===== src/rtl/aes_dec_scheduler_if.sv =====
// Handshake and core-facing bundle for aes_dec_scheduler.
// The slave modport is the scheduler side; the master modport is the requester/core/consumer side.
interface aes_dec_scheduler_if;
  logic         req0_valid;
  logic [127:0] req0_data;
  logic         req0_ready;
  logic         req1_valid;
  logic [127:0] req1_data;
  logic         req1_ready;
  logic [127:0] core_data;
  logic         core_enable;
  logic         core_restart;
  logic [127:0] core_out;
  logic         resp_valid;
  logic [127:0] resp_data;
  logic         resp_id;
  logic         resp_ready;

  modport slave (
    input  req0_valid, req0_data, req1_valid, req1_data, core_out, resp_ready,
    output req0_ready, req1_ready, core_data, core_enable, core_restart,
    output resp_valid, resp_data, resp_id
  );

  modport master (
    output req0_valid, req0_data, req1_valid, req1_data, core_out, resp_ready,
    input  req0_ready, req1_ready, core_data, core_enable, core_restart,
    input  resp_valid, resp_data, resp_id
  );
endinterface


===== src/rtl/aes_dec_scheduler.sv =====
// Two-requester front end for an iterative AES decrypt core: arbitrate, load, run LAT cycles,
// hold the plaintext until accepted. Define AES_DEC_SCHED_FIXED_PRIO_EN for fixed priority to req0.
module aes_dec_scheduler #(
  parameter int unsigned Nr  = 10,
  parameter int unsigned LAT = Nr + 2
) (
  input logic                clk,
  input logic                reset,
  aes_dec_scheduler_if.slave bus
);

  localparam int unsigned CntW = $clog2(LAT + 1);
  localparam logic [CntW-1:0] LatCnt = CntW'(LAT);

  localparam logic [1:0] StIdle = 2'd0;
  localparam logic [1:0] StLoad = 2'd1;
  localparam logic [1:0] StRun  = 2'd2;
  localparam logic [1:0] StDone = 2'd3;

  logic [1:0]      state_q, state_d;
  logic            rr_q, rr_d;
  logic [CntW-1:0] cnt_q, cnt_d;
  logic            resp_id_q, resp_id_d;
  logic [127:0]    resp_data_q, resp_data_d;
  logic [127:0]    core_data_q, core_data_d;
  logic            win;
  logic            ready0, ready1;

  // Winner is only meaningful when at least one requester is valid.
  always_comb begin
    win = 1'b0;
    if (bus.req0_valid && bus.req1_valid) begin
`ifdef AES_DEC_SCHED_FIXED_PRIO_EN
      win = 1'b0;
`else
      win = rr_q;
`endif
    end else if (bus.req1_valid) begin
      win = 1'b1;
    end
  end

  assign ready0 = (state_q == StIdle) && bus.req0_valid && !win;
  assign ready1 = (state_q == StIdle) && bus.req1_valid && win;

  always_comb begin
    state_d     = state_q;
    rr_d        = rr_q;
    cnt_d       = cnt_q;
    resp_id_d   = resp_id_q;
    resp_data_d = resp_data_q;
    core_data_d = core_data_q;
    case (state_q)
      StIdle: begin
        if (ready0 || ready1) begin
          core_data_d = win ? bus.req1_data : bus.req0_data;
          resp_id_d   = win;
          rr_d        = ~win;
          state_d     = StLoad;
        end
      end
      StLoad: begin
        cnt_d   = CntW'(1);
        state_d = StRun;
      end
      StRun: begin
        if (cnt_q == LatCnt) begin
          resp_data_d = bus.core_out;
          state_d     = StDone;
        end else begin
          cnt_d = cnt_q + CntW'(1);
        end
      end
      StDone: begin
        if (bus.resp_ready) begin
          state_d = StIdle;
        end
      end
      default: state_d = StIdle;
    endcase
  end

  always_ff @(posedge clk) begin
    if (reset) begin
      state_q     <= StIdle;
      rr_q        <= 1'b0;
      cnt_q       <= '0;
      resp_id_q   <= 1'b0;
      resp_data_q <= '0;
      core_data_q <= '0;
    end else begin
      state_q     <= state_d;
      rr_q        <= rr_d;
      cnt_q       <= cnt_d;
      resp_id_q   <= resp_id_d;
      resp_data_q <= resp_data_d;
      core_data_q <= core_data_d;
    end
  end

  assign bus.req0_ready   = ready0;
  assign bus.req1_ready   = ready1;
  assign bus.core_data    = core_data_q;
  assign bus.core_restart = (state_q == StLoad);
  assign bus.core_enable  = (state_q == StLoad) || (state_q == StRun);
  assign bus.resp_valid   = (state_q == StDone);
  assign bus.resp_data    = resp_data_q;
  assign bus.resp_id      = resp_id_q;

endmodule


===== src/flat_wrapper.sv =====
// flat-port wrapper written by rule: the top's interface ports become plain ports
module aes_dec_scheduler_flat 
#(
  parameter int unsigned Nr  = 10,
  parameter int unsigned LAT = Nr + 2
)
  (clk, reset, bus_req0_valid, bus_req0_data, bus_req1_valid, bus_req1_data, bus_core_out, bus_resp_ready, bus_req0_ready, bus_req1_ready, bus_core_data, bus_core_enable, bus_core_restart, bus_resp_valid, bus_resp_data, bus_resp_id);
  aes_dec_scheduler_if bus_i ();
  input logic clk;
  input logic reset;
  input wire logic [$bits(bus_i.req0_valid)-1:0] bus_req0_valid;
  input wire logic [$bits(bus_i.req0_data)-1:0] bus_req0_data;
  input wire logic [$bits(bus_i.req1_valid)-1:0] bus_req1_valid;
  input wire logic [$bits(bus_i.req1_data)-1:0] bus_req1_data;
  input wire logic [$bits(bus_i.core_out)-1:0] bus_core_out;
  input wire logic [$bits(bus_i.resp_ready)-1:0] bus_resp_ready;
  output wire logic [$bits(bus_i.req0_ready)-1:0] bus_req0_ready;
  output wire logic [$bits(bus_i.req1_ready)-1:0] bus_req1_ready;
  output wire logic [$bits(bus_i.core_data)-1:0] bus_core_data;
  output wire logic [$bits(bus_i.core_enable)-1:0] bus_core_enable;
  output wire logic [$bits(bus_i.core_restart)-1:0] bus_core_restart;
  output wire logic [$bits(bus_i.resp_valid)-1:0] bus_resp_valid;
  output wire logic [$bits(bus_i.resp_data)-1:0] bus_resp_data;
  output wire logic [$bits(bus_i.resp_id)-1:0] bus_resp_id;
  assign bus_i.req0_valid = bus_req0_valid;
  assign bus_i.req0_data = bus_req0_data;
  assign bus_i.req1_valid = bus_req1_valid;
  assign bus_i.req1_data = bus_req1_data;
  assign bus_i.core_out = bus_core_out;
  assign bus_i.resp_ready = bus_resp_ready;
  assign bus_req0_ready = bus_i.req0_ready;
  assign bus_req1_ready = bus_i.req1_ready;
  assign bus_core_data = bus_i.core_data;
  assign bus_core_enable = bus_i.core_enable;
  assign bus_core_restart = bus_i.core_restart;
  assign bus_resp_valid = bus_i.resp_valid;
  assign bus_resp_data = bus_i.resp_data;
  assign bus_resp_id = bus_i.resp_id;
  aes_dec_scheduler #(.Nr(Nr), .LAT(LAT)) u_core (.clk(clk), .reset(reset), .bus(bus_i));
endmodule

===== config.mk =====
export PLATFORM = sky130hd
export DESIGN_NAME = aes_dec_scheduler_flat
export DESIGN_NICKNAME = d
export VERILOG_FILES = /design/src/rtl/aes_dec_scheduler_if.sv /design/src/rtl/aes_dec_scheduler.sv /design/src/flat_wrapper.sv
export SDC_FILE = /design/constraint.sdc
export NUM_CORES = 1
export LEC_CHECK = 0
export CAP_MARGIN = 20
export CORE_AREA = 2 2 251 253
export CTS_BUF_LIST = sky130_fd_sc_hd__clkbuf_2 sky130_fd_sc_hd__clkbuf_4 sky130_fd_sc_hd__clkbuf_8
export DETAILED_ROUTE_END_ITERATION = 16
export DIE_AREA = 0 0 253 255
export SYNTH_ARGS = -nofsm -noshare
export SYNTH_HDL_FRONTEND = slang
export SYNTH_SLANG_ARGS = --single-unit
export TNS_END_PERCENT = 50

===== constraint.sdc =====
create_clock -name clk -period 2.1 [get_ports clk]
set_clock_uncertainty 0.15 [all_clocks]
set_input_delay 0.315 -clock clk [delete_from_list [all_inputs] [get_ports clk]]
set_output_delay 0.315 -clock clk [all_outputs]
set_load 0.005 [all_outputs]

---- Word-level counts from Yosys, hierarchy flattened ----
Index checks and enable logic that the tools add are counted.
word-level totals
  flip-flop bits (word level) ............. 264
  latch bits .............................. 0
  RAM bits ................................ 0
  memory bits (read-only) ................. 0
  bits of input ports ..................... 389
  output and inout bits ................... 262
  word-level logic and storage cells ...... 39
  memories kept ........................... 0
operators by class
  add/subtract/negate cells ............... 1
  $mul .................................... 0
  div/mod/pow operators ................... 0
  $lt $le $gt $ge ......................... 0
  equality and inequality tests ........... 8
  shift-type cells ........................ 0
  multiplexer cells ....................... 9
  bitwise gates (word level) .............. 1
  reduce and logical (&&, ||, !) cells .... 14
operator list
  operator                                             count
  2-to-1 mux 128 bit                                   1
  one-hot mux 2 bit (4 select lines)                   1
  one-hot mux 4 bit (2 select lines)                   1
  2-to-1 mux 2 bit                                     3
  != test 2 bit, second input constant                 3
  AND reduction 2 bit                                  3
  logical AND 1 bit                                    5
  adder 4 x 1 -> 4 bit, second input constant          1
  equality test 2 bit, second input constant           2
  equality test 4 bit, second input constant           1
  2-to-1 mux 4 bit                                     1
  AND reduction 3 bit                                  1
  equality test 2 x 1 -> 1 bit, second input constant  1
  logical NOT 2 bit                                    1
  logical OR 1 bit                                     2
  2-to-1 mux 1 bit                                     2
  != test 2 x 1 -> 1 bit, second input constant        1
  nonzero test 2 bit                                   1
  logical NOT 1 bit                                    1
  NOT 1 bit                                            1

---- Longest topological paths before layout ----
Gate-level depths: netlist of the first run.
  depth in word-level cells ............... 7
  depth in mapped cells ................... 7
  mapped depth without buffers ............ 5

---- Worst setup path after synthesis of the first run ----
Ideal clock, no wire load.
  path kind ............................... register -> register
  start ................................... register u_core.state_q[0]
  end ..................................... register u_core.core_data_q[64] (netlist: u_core.bus.core_data[64])
  library setup time ...................... 122 ps
  data arrival time ....................... 1437 ps
  data required time ...................... 1828 ps
  slack ................................... 391 ps
  stages on the path, launching flop included .. 8
  buffers on the path ..................... 2
  period minus slack after synthesis ...... 1709 ps
  path through ............................ dfxtp_1 > inv_1 > ha_1 > nand2_1 > a211oi_2 > buf_4 > buf_6 > a221o_1
between the ends
  cells in the longest elaborated chain, start to end .. 5
  elaborated cells between the ends (all ways) .. 7
  those cells by class .................... reduce/logical: 7
ends and longest elaborated chain
  element                                                   line                                                                       text
  start, declared                                           aes_dec_scheduler.sv:20                                                    logic [1:0] state_q, state_d;
  start signal, assigned                                    aes_dec_scheduler.sv:85                                                    state_q <= StIdle;
  start signal, assigned                                    aes_dec_scheduler.sv:92                                                    state_q <= state_d;
  logical NOT 2 bit (*)                                     aes_dec_scheduler.sv:43, aes_dec_scheduler.sv:44, aes_dec_scheduler.sv:53
  logical AND 1 bit, on equally long branches (2 in a row)  aes_dec_scheduler.sv:43, aes_dec_scheduler.sv:44
  logical OR 1 bit                                          aes_dec_scheduler.sv:55                                                    if (ready0 || ready1) begin
  AND reduction 2 bit (no source line) (*)                  -
  end signal, assigned                                      aes_dec_scheduler.sv:97                                                    core_data_q <= core_data_d;
  end, declared                                             aes_dec_scheduler.sv:25                                                    logic [127:0] core_data_q, core_data_d;
Every way passes the cells marked *; elsewhere a longest branch is shown, timed or not.
A chain may end at the register's enable or synchronous reset.

---- Final worst setup path of the first run ----
  start ................................... register u_core.state_q[0]
  end ..................................... output port bus_req1_ready
between the ends
  cells in the longest elaborated chain, start to end .. 3
ends and longest elaborated chain
  element                         line                     text
  logical NOT 2 bit               aes_dec_scheduler.sv:44  assign ready1 = (state_q == StIdle) && bus.req1_valid && win;
  logical AND 1 bit (2 in a row)  aes_dec_scheduler.sv:44
  end, declared                   flat_wrapper.sv:18       output wire logic [$bits(bus_i.req1_ready)-1:0] bus_req1_ready;
No other way between the ends.

==> results by group, run 1 <==
Worst setup path
  – Worst r2r dst: u_core.bus.core_data[13]
  – CP Max Fanout: 5
  – CP required: 1.63 ns
  – R2R Path Start: u_core.state_q[0]
  – Crit path arrival time: 1.71 ns
  – Critical path type: reg2out
  – Worst R2R Path Depth: 10
  – Worst reg2reg setup slack: 0.03 ns
  – Crit. End Element: output pin
  – Startpoint types: flop

Routing
  – DRT antenna net count: 0
  – Via density per instance: 4.254
  – Wire length per cell: 17.87 microns
  – Vias: 11.01k
  – Post-route DRC: 0
  – Initial DRC Count: 608
  – Initial DRT Pass Iterations: 5
  – Drt total wl: 46.26 mm

Pwr
  – VDD IR max: 422.1 uV
  – Total chip power: 17.03 mW
  – Logic pwr share: 32.4%
  – Switch Pwr: 4.796 mW
  – PD cells: 887.5 mW/mm^2
  – P_int: 12.24 mW
  – Sw Share: 28.16%
  – Reg power frac: 36.2%
  – Clock share of power: 31.4%
  – Static Leakage: 6.760 nW

Global route
  – Number of global-route vias before repair: 10.90k
  – Global-route wire length before repair: 64.95 mm
  – Initial antenna violation count: 11
  – Tot GR Track Use: 13.09%
  – Gr ovfl total: 0
  – Pin count of the biggest net entering global routing: 50

Clock tree
  – Clk buf depth: 3
  – Clk sinks: 264
  – H-tree depth: 2
  – CTS tree: yes
  – Num CTS Buffers: 47
  – CTS root buf: clkbuf_8
  – Clock-pin transition on the worst setup and hold timing paths: 0.07 ns
  – Clock Latency Late Sink: 0.60 ns

Timing
  – Setup violators final: 2
  – Upper clock frequency limit: 459.3 MHz
  – Pins Over Slew Limit: 0
  – Final setup TNS: -0.1373 ns
  – Hold Vio Cnt, Final: 0
  – RSZ-0062 raised after global routing: true
  – Period utilization: 103.7%
  – Post-route setup slack: -0.07731 ns
  – Slew margin rel.: 70.80%
  – Slew @ Worst Pin: 0.4270 ns
  – WHS: 0.1141 ns
  – Tmin final: 2.177 ns

Final layout
  – Reg area: 0.005293 sq mm
  – Filler Cell Count: 6364
  – Syn-to-layout area delta: 89.35%
  – Design area: 0.01919 sq mm
  – Final std cells w/o fill: 2588
  – Post-layout util: 30.88%
  – Layout cell share with drive strength beyond 1: 10.96%
  – Layout Nets: 2148
  – Multi-input gate area: 0.004269 sq mm

Hold path
  – Worst min-delay path class: in2reg
  – Hold Path Cell Cnt: 3
  – Hold Crit Start: bus_core_out[123]
  – Worst Hold Path EP: u_core.bus.resp_data[123]

Synthesis
  – #FFs+latches synth: 264
  – Ranking of synthesized cells by area: dfxtp_1 (52%), a221o_1 (13%), nand2_1 (9.7%), nor3b_1 (9.5%), a21oi_1 (6.5%)
  – Syn Inst Count: 1056
  – Post-synth ARST share: 0%
  – Count leader, synth: dfxtp_1
  – Syn_area_per_cell: 9.598 sq um
  – Ys flop type: dfxtp_1
  – Yosys cell types: 28
  – Seq/Total Area, Yosys: 52.14%
  – Yosys top cell by area: dfxtp_1
  – EDFF count, synth: 0
  – Share of the synthesized area in the top cell type: 52.14%
  – Synth cell count leaders: dfxtp_1 (264), nand2_1 (261), a21oi_1 (132)
  – Post-Syn Area: 0.01014 sq mm
  – Warnings from Yosys: 0
  – Post-Syn Nets: 1452

Status
  – Status: finished with violations
  – Failing checks: negative setup slack

Floorplan
  – Die height: 255 microns
  – Effective utilization at floorplan: 16.31%
  – Num rows: 92
  – Die Width: 253 microns
  – Core footprint: 0.06216 sq mm
  – Die footprint: 0.06452 sq mm
  – I/O pins: 651

Placement
  – Placed cell count: 2495
  – Detailed placement HPWL: 34.95 mm
  – Placer Congestion: 0.8163
  – Dpl cell area: 0.01790 sq mm
  – Port bufs: 650
  – Setup WS pre-CTS: -0.3280 ns

Flow run
  – Max-capacitance violation count: 0
-- logic make-up (layout without fill, tap and decap cells) --
kind of cell,count (synthesis),after routing,share of synthesized area (%)
other,0,9,0
AND/OR/NAND/NOR,406,406,20.11
multiplexers,3,3,0.2963
adder cells (fa/ha/maj),7,7,0.8641
AO/OA/AOI/OAI,270,270,20.06
buffers and inverters,106,830,6.530
flip-flops,264,264,52.14
-- repair_timing --
item                                   CTS  global route
endpoints found under the hold margin    5             0
pin swaps                                2             5
gates cloned                             0             4
hold buffers                             1             0
setup endpoints to repair                9            86
setup buffers                            3             2
gates resized for setup                 33            14
-- per-layer routing --
metal  share of wire, %  GRT usage [%]  up-vias
met5                  0              0        -
met4                2.5          5.748        0
met3                9.2          4.627       75
met2                 48          22.13      555
met1                 40          14.89     5166
li1                   -              -     5213
-- flip-flops by register name, summed over array words and instances, names as in the netlist --
signal / count
u_core.rr_q: 1
u_core.bus.core_data: 128
u_core.bus.resp_data: 128
u_core.state_q: 2
u_core.cnt_q: 4
u_core.bus.resp_id: 1
-- worst max-delay path: stages, from the launching register on --
cell and delay, ns:
dfxtp_2 0.33, inv_2 0.08, ha_4 0.20, buf_6 0.12
nand2_4 0.04, a21oi_2 0.11, buf_4 0.15, buf_6 0.09
-- worst max path at each step --
stage                     cells after the start         startpoint  slack (ns)                        to
after floorplan                               7  u_core.state_q[0]        0.39  u_core.bus.core_data[64]
after global placement                        6     bus_req0_valid       -0.36            bus_req0_ready
after detailed placement                      6     bus_req0_valid       -0.33            bus_req0_ready
after CTS                                     6  u_core.state_q[1]       -0.20            bus_req0_ready
after global routing                          7  u_core.state_q[0]       -0.20            bus_req1_ready
final                                         7  u_core.state_q[0]       -0.08            bus_req1_ready
-- power groups by stage --
stage	Sequential (mW)	Clock [mW]	Combinational [mW]
2_1_floorplan	6.21	0	2.11
3_3_place_gp	6.23	0	5.22
3_5_place_dp	6.23	0	5.30
4_1_cts	6.17	5.57	5.42
5_1_grt	6.24	5.77	5.87
6_report	6.17	5.35	5.51
-- cells in the final DEF, fill, tap and decap left out, types with 2 or more instances in the layout --
master           synthesis  layout
clkdlybuf4s50_1          0     641
nand2_1                261     259
dfxtp_1                264     258
a21oi_1                132     130
a221o_1                129     129
nor3b_1                128     128
buf_4                    8      69
clkbuf_8                 0      62
buf_12                   0      16
clkbuf_4                 0      10
diode_2                  0       9
nand3_1                  7       7
buf_6                   23       7
dfxtp_2                  0       6
ha_1                     7       5
inv_1                    6       4
mux2i_1                  3       3
bufinv_16                0       3
clkbuf_16                0       3
inv_2                    0       2
nand2_4                  0       2
a211oi_4                 0       2
nor2b_1                  2       2
or3_1                    2       2
a211oi_1                 2       2
ha_4                     0       2
clkinv_2                 0       2
dlygate4sd2_1            0       2
dlymetal6s2s_1           0       2
buf_16                   0       2
-- layout make-up --
class | instances | area share (%)
timing repair buffer | 747 | 39.39
inverter | 6 | 0.1173
sequential | 264 | 27.58
multi-input combinational | 686 | 22.24
clock buffer | 71 | 4.766
antenna | 9 | 0.1173
tap | 799 | 5.209
clock inverter | 6 | 0.5802
Note: power is estimated with default switching activity, not from simulation.
==> run 2: changes to the inputs <==
- SETUP_SLACK_MARGIN: default -> 0.02
==> results by group, run 2 (synthesis results as in run 1) <==
Worst setup path
  – Slowest cell on crit path: dfxtp_2 (unchanged)
  – Critical path's top delay family: buffers and inverters (unchanged)
  – CP Cell Sequence: inv_2 -> ha_4 -> buf_6 -> nand2_4 -> a21oi_2 -> buf_4 -> buf_6 (unchanged)
  – CP required: 1.63 ns (about the same)
  – Crit. End Element: output pin (unchanged)
  – Crit path arrival time: 1.71 ns (about the same)
  – CP most frequent cell: buf_6 (unchanged)
  – Worst reg2reg setup slack: 0.06 ns (was 0.03 ns)
  – Startpoint types: flop (unchanged)
  – CP Max Fanout: 5 (unchanged)
  – Critical path type: reg2out (unchanged)
  – CP max stage delay: 0.33 ns (about the same)
  – Buffers and inverters on the worst path: 4 (unchanged)

Global route
  – Grt met3 use: 4.627% (unchanged)
  – Met2 Track Usage GR: 22.13% (unchanged)
  – Pin count of the biggest net entering global routing: 50 (unchanged)
  – Tot GR Track Use: 13.09% (unchanged)
  – Number of global-route vias before repair: 10.90k (about the same)
  – Global route hottest layer: met2 (unchanged)
  – Gr ovfl total: 0 (unchanged)
  – Initial antenna violation count: 11 (unchanged)
  – M1 GR Usage: 14.89% (unchanged)
  – Global-route wire length before repair: 64.95 mm (unchanged)

Placement
  – Dpl cell area: 0.01790 sq mm (unchanged)
  – Detailed placement HPWL: 34.95 mm (unchanged)
  – Setup WS pre-CTS: -0.3280 ns (unchanged)
  – Placed cell count: 2495 (unchanged)
  – Port bufs: 650 (unchanged)
  – Placer Congestion: 0.8163 (unchanged)

Timing
  – Hold Vio Cnt, Final: 0 (unchanged)
  – Period utilization: 103.5% (was 103.7%)
  – Upper clock frequency limit: 460.3 MHz (was 459.3 MHz)
  – RSZ-0062 raised after global routing: true (unchanged)
  – Slew margin rel.: 71.32% (was 70.80%)
  – Tmin final: 2.173 ns (was 2.177 ns)
  – Slew @ Worst Pin: 0.4194 ns (was 0.4270 ns)
  – Post-route setup slack: -0.07273 ns (was -0.07731 ns)
  – Pins Over Slew Limit: 0 (unchanged)
  – Setup violators final: 2 (unchanged)

Hold path
  – Worst min-delay path class: in2reg (unchanged)

Routing
  – Post-route DRC: 0 (unchanged)
  – Initial DRC Count: 623 (was 608)
  – DRT antenna net count: 0 (unchanged)
  – Drt total wl: 46.38 mm (was 46.26 mm)
  – Vias: 11.01k (about the same)
  – Initial DRT Pass Iterations: 7 (was 5)
  – Wire length per cell: 17.91 microns (was 17.87 microns)
  – Via density per instance: 4.251 (was 4.254)

Floorplan
  – Num rows: 92 (unchanged)
  – Die Width: 253 microns (unchanged)
  – Die footprint: 0.06452 sq mm (unchanged)
  – Core footprint: 0.06216 sq mm (unchanged)
  – Effective utilization at floorplan: 16.31% (unchanged)
  – Die height: 255 microns (unchanged)
  – I/O pins: 651 (unchanged)

Pwr
  – Total chip power: 17.06 mW (was 17.03 mW)
  – P_int: 12.27 mW (was 12.24 mW)
  – Logic pwr share: 32.5% (was 32.4%)
  – Clock share of power: 31.3% (was 31.4%)
  – Sw Share: 28.08% (was 28.16%)
  – Switch Pwr: 4.791 mW (was 4.796 mW)
  – PD cells: 886.4 mW/mm^2 (was 887.5 mW/mm^2)
  – VDD IR max: 423.3 uV (was 422.1 uV)
  – Static Leakage: 6.805 nW (was 6.760 nW)
  – Reg power frac: 36.2% (about the same)

Final layout
  – Design area: 0.01924 sq mm (was 0.01919 sq mm)
  – Filler Cell Count: 6353 (was 6364)
  – Final std cells w/o fill: 2589 (was 2588)
  – Layout cell share with drive strength beyond 1: 11.01% (was 10.96%)
  – Multi-input gate area: 0.004269 sq mm (unchanged)
  – Commonest non-fill, non-tap cells in the layout: clkdlybuf4s50_1 (637), nand2_1 (259), dfxtp_1 (258) (was clkdlybuf4s50_1 (641), nand2_1 (259), dfxtp_1 (258))
  – Reg area: 0.005293 sq mm (unchanged)
  – Commonest non-fill, non-tap cell in the layout: clkdlybuf4s50_1 (unchanged)
  – Syn-to-layout area delta: 89.85% (was 89.35%)
  – Layout Nets: 2149 (was 2148)

Clock tree
  – Clk buf depth: 3 (unchanged)
  – CTS tree: yes (unchanged)
  – H-tree depth: 2 (unchanged)
  – CTS root buf: clkbuf_8 (unchanged)
  – Clock-pin transition on the worst setup and hold timing paths: 0.07 ns (about the same)
  – Clock Latency Late Sink: 0.60 ns (about the same)
  – Num CTS Buffers: 47 (unchanged)
  – Clk sinks: 264 (unchanged)

Status
  – Failing checks: negative setup slack (unchanged)
  – Status: finished with violations (unchanged)

Flow run
  – Max-capacitance violation count: 0 (unchanged)
==> run 2: cell types whose count changed in the layout (fill, tap and decap cells not counted), sizes merged <==
cell / before / now
clkbuf: 75 / 77
buf: 96 / 95
dlymetal6s2s: 2 / 3
dlygate4sd2: 2 / 5
clkdlybuf4s50: 641 / 637
==> run 2: worst paths after layout <==
kind / endpoint / depth (start not counted) / from
max: bus_req1_ready / 7 / u_core.state_q[0]
max reg2reg: u_core.bus.core_data[21] / 10 / u_core.state_q[0]
min: u_core.bus.resp_data[123] / 3 / bus_core_out[123]
min reg2reg: u_core.bus.resp_data[36] / 2 / u_core.bus.resp_data[36]
==> run 2: worst reg2reg max path, delay by kind of cell, from the launching register on <==
kind | cells | cell delay (ns)
buf+inv | 6 | 0.81
compound gates | 2 | 0.38
flops | 1 | 0.34
fa+ha+maj | 1 | 0.19
simple gates | 1 | 0.05
==> run 2: power by group through the flow <==
stage / Clock [mW] / Combinational (mW) / Sequential, mW
final: 5.34 / 5.55 / 6.17
after floorplan: 0 / 2.11 / 6.21
after detailed placement: 0 / 5.30 / 6.23
after global placement: 0 / 5.22 / 6.23
after global routing: 5.77 / 5.91 / 6.24
after CTS: 5.57 / 5.44 / 6.17
==> run 2: per-layer routing <==
layer  wire length [microns]  vias to the layer above
met2                   22390                      526
met4                    1139                        0
met3                    4279                       73
li1                        -                     5215
met5                       0                        -
met1                   18570                     5193
==> run 2: timing repair <==
item / 4_1_cts / 5_1_grt
pin swaps: 13 / 6
gates resized for setup: 38 / 16
setup endpoints to repair: 12 / 107
gates cloned: 0 / 5
setup buffers: 3 / 2
hold buffers: 1 / 0
endpoints found under the hold margin: 5 / 0
==> run 2: final cells by class <==
class | count | share of cell area [%]
Inverter | 6 | 0.1170
Clock buffer | 71 | 4.753
Multi-Input combinational cell | 686 | 22.18
Timing Repair Buffer | 748 | 39.55
Sequential cell | 264 | 27.50
Tap cell | 799 | 5.195
Clock inverter | 6 | 0.5787
Antenna cell | 9 | 0.1170
==> run 2: per-stage QoR <==
step	TNS [ns]	hold WS [ns]	utilization (%)
3_5_place_dp	-5.501	0.2959	28.80
5_1_grt	-0.3879	0.05942	30.95
3_3_place_gp	-8.091	0.2917	28.80
2_1_floorplan	0	0.3010	-
4_1_cts	-0.2627	0.03332	30.60
6_report	-0.1289	0.1154	30.96
==> run 3: changes to the inputs <==
- CTS_CLUSTER_DIAMETER: default -> 120
==> results of run 3 <==
No change in the layout: final DEF, timing and power equal those of run 2.
